==> src/rtl/ifetch_ctrl.sv <==
// Instruction fetch controller: owns the fetch PC, reads imem once per cycle and buffers
// {instr, pc} pairs in a small prefetch FIFO drained by decode. Optional macro: IFETCH_FAULT_EN.
module ifetch_ctrl #(
  parameter int unsigned   n        = 32,
  parameter int unsigned   r        = 6,
  parameter int unsigned   DEPTH    = 2,
  parameter logic [n-1:0]  RESET_PC = '0
) (
  input  logic          clk,
  input  logic          reset,
  output logic [r-1:0]  imem_addr,
  input  logic [n-1:0]  imem_rdata,
  output logic          instr_valid,
  output logic [n-1:0]  instr,
  output logic [n-1:0]  instr_pc,
  input  logic          instr_ready,
  input  logic          redirect,
  input  logic [n-1:0]  redirect_pc,
  output logic          fault,
  output logic [n-1:0]  fault_pc
);

  localparam int unsigned AW = $clog2(DEPTH);
  localparam int unsigned CW = AW + 1;

  typedef enum logic [0:0] {StRun, StFault} state_e;

  state_e          state_q, state_d;
  logic [n-1:0]    fetch_pc_q;
  logic [AW-1:0]   wr_ptr_q, rd_ptr_q;
  logic [CW-1:0]   count_q, count_after_pop;
  logic [n-1:0]    mem_instr [DEPTH];
  logic [n-1:0]    mem_pc    [DEPTH];
  logic            fetch_ok, push, pop;

  assign imem_addr = fetch_pc_q[r+1:2];

`ifdef IFETCH_FAULT_EN
  assign fetch_ok = (fetch_pc_q[1:0] == 2'b00) && (fetch_pc_q[n-1:r+2] == '0);
  assign fault    = (state_q == StFault);
  assign fault_pc = fault ? fetch_pc_q : '0;
`else
  assign fetch_ok = 1'b1;
  assign fault    = 1'b0;
  assign fault_pc = '0;
`endif

  // No pushes happen in StFault, so count is already 0 there.
  assign instr_valid = (state_q == StRun) && (count_q != '0);
  assign instr       = instr_valid ? mem_instr[rd_ptr_q] : '0;
  assign instr_pc    = instr_valid ? mem_pc[rd_ptr_q]    : '0;

  always_comb begin
    pop             = instr_valid & instr_ready;
    push            = (state_q == StRun) & ~redirect & fetch_ok &
                      ((count_q < CW'(DEPTH)) | pop);
    count_after_pop = count_q - CW'(pop);
    state_d         = state_q;
    if (redirect) begin
      state_d = StRun;
    end else begin
      unique case (state_q)
        StRun:   if (!fetch_ok && count_after_pop == '0) state_d = StFault;
        StFault: state_d = StFault;
        default: state_d = StRun;
      endcase
    end
  end

  always_ff @(posedge clk or posedge reset) begin
    if (reset) begin
      state_q    <= StRun;
      fetch_pc_q <= RESET_PC;
      wr_ptr_q   <= '0;
      rd_ptr_q   <= '0;
      count_q    <= '0;
    end else if (redirect) begin
      state_q    <= StRun;
      fetch_pc_q <= redirect_pc;
      wr_ptr_q   <= '0;
      rd_ptr_q   <= '0;
      count_q    <= '0;
    end else begin
      state_q <= state_d;
      if (push) begin
        wr_ptr_q   <= wr_ptr_q + AW'(1);
        fetch_pc_q <= fetch_pc_q + n'(4);
      end
      if (pop) rd_ptr_q <= rd_ptr_q + AW'(1);
      count_q <= count_after_pop + CW'(push);
    end
  end

  // Payload storage needs no reset; reads are gated by instr_valid.
  always_ff @(posedge clk) begin
    if (push) begin
      mem_instr[wr_ptr_q] <= imem_rdata;
      mem_pc[wr_ptr_q]    <= fetch_pc_q;
    end
  end

endmodule

==> config.mk <==
export PLATFORM = sky130hd
export DESIGN_NAME = ifetch_ctrl
export DESIGN_NICKNAME = d
export VERILOG_FILES = /design/src/rtl/ifetch_ctrl.sv
export SDC_FILE = /design/constraint.sdc
export NUM_CORES = 1
export LEC_CHECK = 0
export CAP_MARGIN = 20
export CELL_PAD_IN_SITES_DETAIL_PLACEMENT = 2
export CELL_PAD_IN_SITES_GLOBAL_PLACEMENT = 2
export CORE_UTILIZATION = 30
export CTS_CLUSTER_SIZE = 8
export DETAILED_ROUTE_END_ITERATION = 8
export PLACE_DENSITY_LB_ADDON = 0.1
export RECOVER_POWER = 25
export SYNTH_ARGS = -nofsm -noshare
export SYNTH_HDL_FRONTEND = slang
export SYNTH_SLANG_ARGS = --single-unit
==> constraint.sdc <==
create_clock -name clk -period 4.08 [get_ports clk]
set_clock_uncertainty 0.2 [all_clocks]
set_input_delay 0.816 -clock clk [delete_from_list [all_inputs] [get_ports clk]]
set_output_delay 0.816 -clock clk [all_outputs]
set_load 0.01 [all_outputs]
==> results.toml <==
[synth]
synth-warning-count = 0
netlist_instances = 527
synthTopCellsByArea = "edfxtp_1 (54%), dfrtp_1 (13%), mux2i_1 (9.1%)"
yosys.cell_types.count = 33
synth_top_cell_area_share_pct = 53.9
synth_area_sq_mm = 0.00713
seq_area_frac_synth_pct = 66.5
synth_largest_area_cell = "edfxtp_1"
ys_seq_elements = 164
syn_area_per_cell_sq_um = 13.5

[clock_tree]
cts_htree_levels = 4
post_cts_resized = 0
clockBufferDepth = 2
insertion_delay_ps = 420
clkSinkCount = 164
root_buffer = "clkbuf_16"
cts_tree = "yes"
numCtsBuffers = 17
cts_setup_buffers = 0
clkTransAtPathRegs_ps = 60
cts_hold_buf = 0

[critical_path]
worst_setup_path_start_kind = "register"
critical_path_arrival_ps = 2320
crit_fanout = 47
crit_type = "register to output pin"
worst-endpoint-required_ps = 3060
crit_start = "rd_ptr_q"
cp-end-kind = "output pin"
r2r-start = "fetch_pc_q[11]"

[drt]
avgViaCountPerCell = 4.40
ant_nets = 0
routed_wl_mm = 17.3
drt_iter0_drc = 147
dr.pass1.iters = 4
vias = 4374
wl_per_cell_microns = 17.4
drcViolationCount = 0

[global_routing]
grt-ovfl-total = 0
grt_max_degree = 67
grt_pass1_wl_mm = 26.8
grtUsageTotal_pct = 14.9
grt_pass1_vias = 4727
antenna_found_initial = 1

[sta]
period_share_pct = 81.8
worst_slack_ps = 742
clock.fmax_mhz = 300
setup-violations-final = 0
finalMaxSlewViolations = 0
slew_headroom_pct = 52.1
timing.final.hold_violations = 0
fin_setup_tns_ps = 0
holdWs_ps = 277
tightest_slew_ps = 717
rsz0062_at_grt = "false"
fin_crit_ps = 3340

[pwr]
ir_drop_uv = 281
power.total_w = 0.00562
p_leak_nw = 3.34
p_per_area_mw_per_mm2 = 595

[layout]
drive_above_1_share_pct = 8.74
nets = 733
syn_to_final_growth_pct = 32.5
final_cell_mix = "edfxtp_1 (128), clkdlybuf4s50_1 (119), nor2_1 (69), mux2i_1 (65), nand2_1 (38)"
final_common_cell = "edfxtp_1"

[flow_run]
cap_violations = 0

[die]
start_util_pct = 30.5
die_w_microns = 156
dieArea_sq_mm = 0.0244
dieHeight_microns = 156
num_rows = 56
core-area_sq_mm = 0.0234
io_pins = 172

[placement]
hpwl_mm = 11.6
place_congestion = 0.703
io_buffers = 138
place_ws_ps = 891

[min_path]
hp-start = "fetch_pc_q[1]"
min_path_type = "register to register"

[status]
outcome = "completed"
[cell usage after synthesis (all sizes together)]
cell type and instances:
nand2b 2, nand2 38, mux2i 65, nor2 72, nand4 7, nor3 6
edfxtp 128, dfrtp 36, and3 3, conb 1, mux2 2, nand3 10
ha 3, nor4 11, inv 9, and4 2, xor2 8, or4 1
and2 1, o21ai 30, nor2b 1, and4b 1, buf 53, clkbuf 11
nor4b 1, xnor2 25
[kinds of logic (layout without fill, tap and decap cells)]
| family | after synthesis | count (layout) | share of synthesized area [%] |
|---|---|---|---|
| AND/OR/NAND/NOR | 156 | 156 | 11.2 |
| adder cells (fa/ha/maj) | 3 | 3 | 0.526 |
| buffers and inverters | 73 | 189 | 6.07 |
| flip-flops | 164 | 164 | 66.5 |
| other | 1 | 34 | 0.0526 |
| XOR/XNOR | 33 | 33 | 4.05 |
| AO/OA/AOI/OAI | 30 | 30 | 2.11 |
| multiplexers | 67 | 67 | 9.44 |
[layer usage]
metal / vias up / GRT usage (%) / part of all wire (%)
li1: 2067 / - / -
met1: 2165 / 18.9 / 46
met2: 119 / 24.9 / 48
met3: 23 / 3.08 / 4.0
met4: 0 / 5.42 / 1.6
met5: - / 0 / 0
[sequential cells by signal, indices dropped and copies added, names as in the netlist]
name        cells
count_q         2
mem_pc         64
mem_instr      64
wr_ptr_q        1
fetch_pc_q     32
rd_ptr_q        1
[cell type report]
type,count,area [sq um]
clock buffers,22,508
diodes,1,2.50
fillers,2453,13900
clock inverters,10,138
repair buffers,148,1530
inverters,9,33.8
well taps,319,399
flip-flops and latches,164,4750
multi-input cells,322,2100
[final timing paths]
kind / endpoint / slack [ps] / cells after the start
max in group asynchronous: fetch_pc_q[28] / 2450 / 3
min in group asynchronous: fetch_pc_q[9] / 510 / 2
min reg2reg: mem_pc[0][1] / 280 / 0
min: mem_pc[0][1] / 280 / 0
max reg2reg: fetch_pc_q[22] / 1590 / 5
max: instr[10] / 740 / 4
[through the flow]
stage                     instance area (sq um)  std cells  utilization, %
after floorplan                            7250        559               -
after global placement                     8800        962            37.6
after detailed placement                   8800        962            37.6
after CTS                                  9450        994            40.4
after global routing                       9450        994            40.4
final                                      9450        995            40.4
[worst max-delay path: stages, from the launching register on]
cell             delay (ps)
dfrtp_4                 650
buf_12                  360
mux2i_1                 290
nor2_1                   70
clkdlybuf4s50_1         490
[report_power, final]
part	total, W	switching, W	internal (W)
sequential	0.00221	0.000148	0.00207
clock	0.00172	0.000647	0.00107
combinational	0.00169	0.000840	0.000846
total	0.00562	0.00163	0.00399
Note: power is estimated with default switching activity, not from simulation.
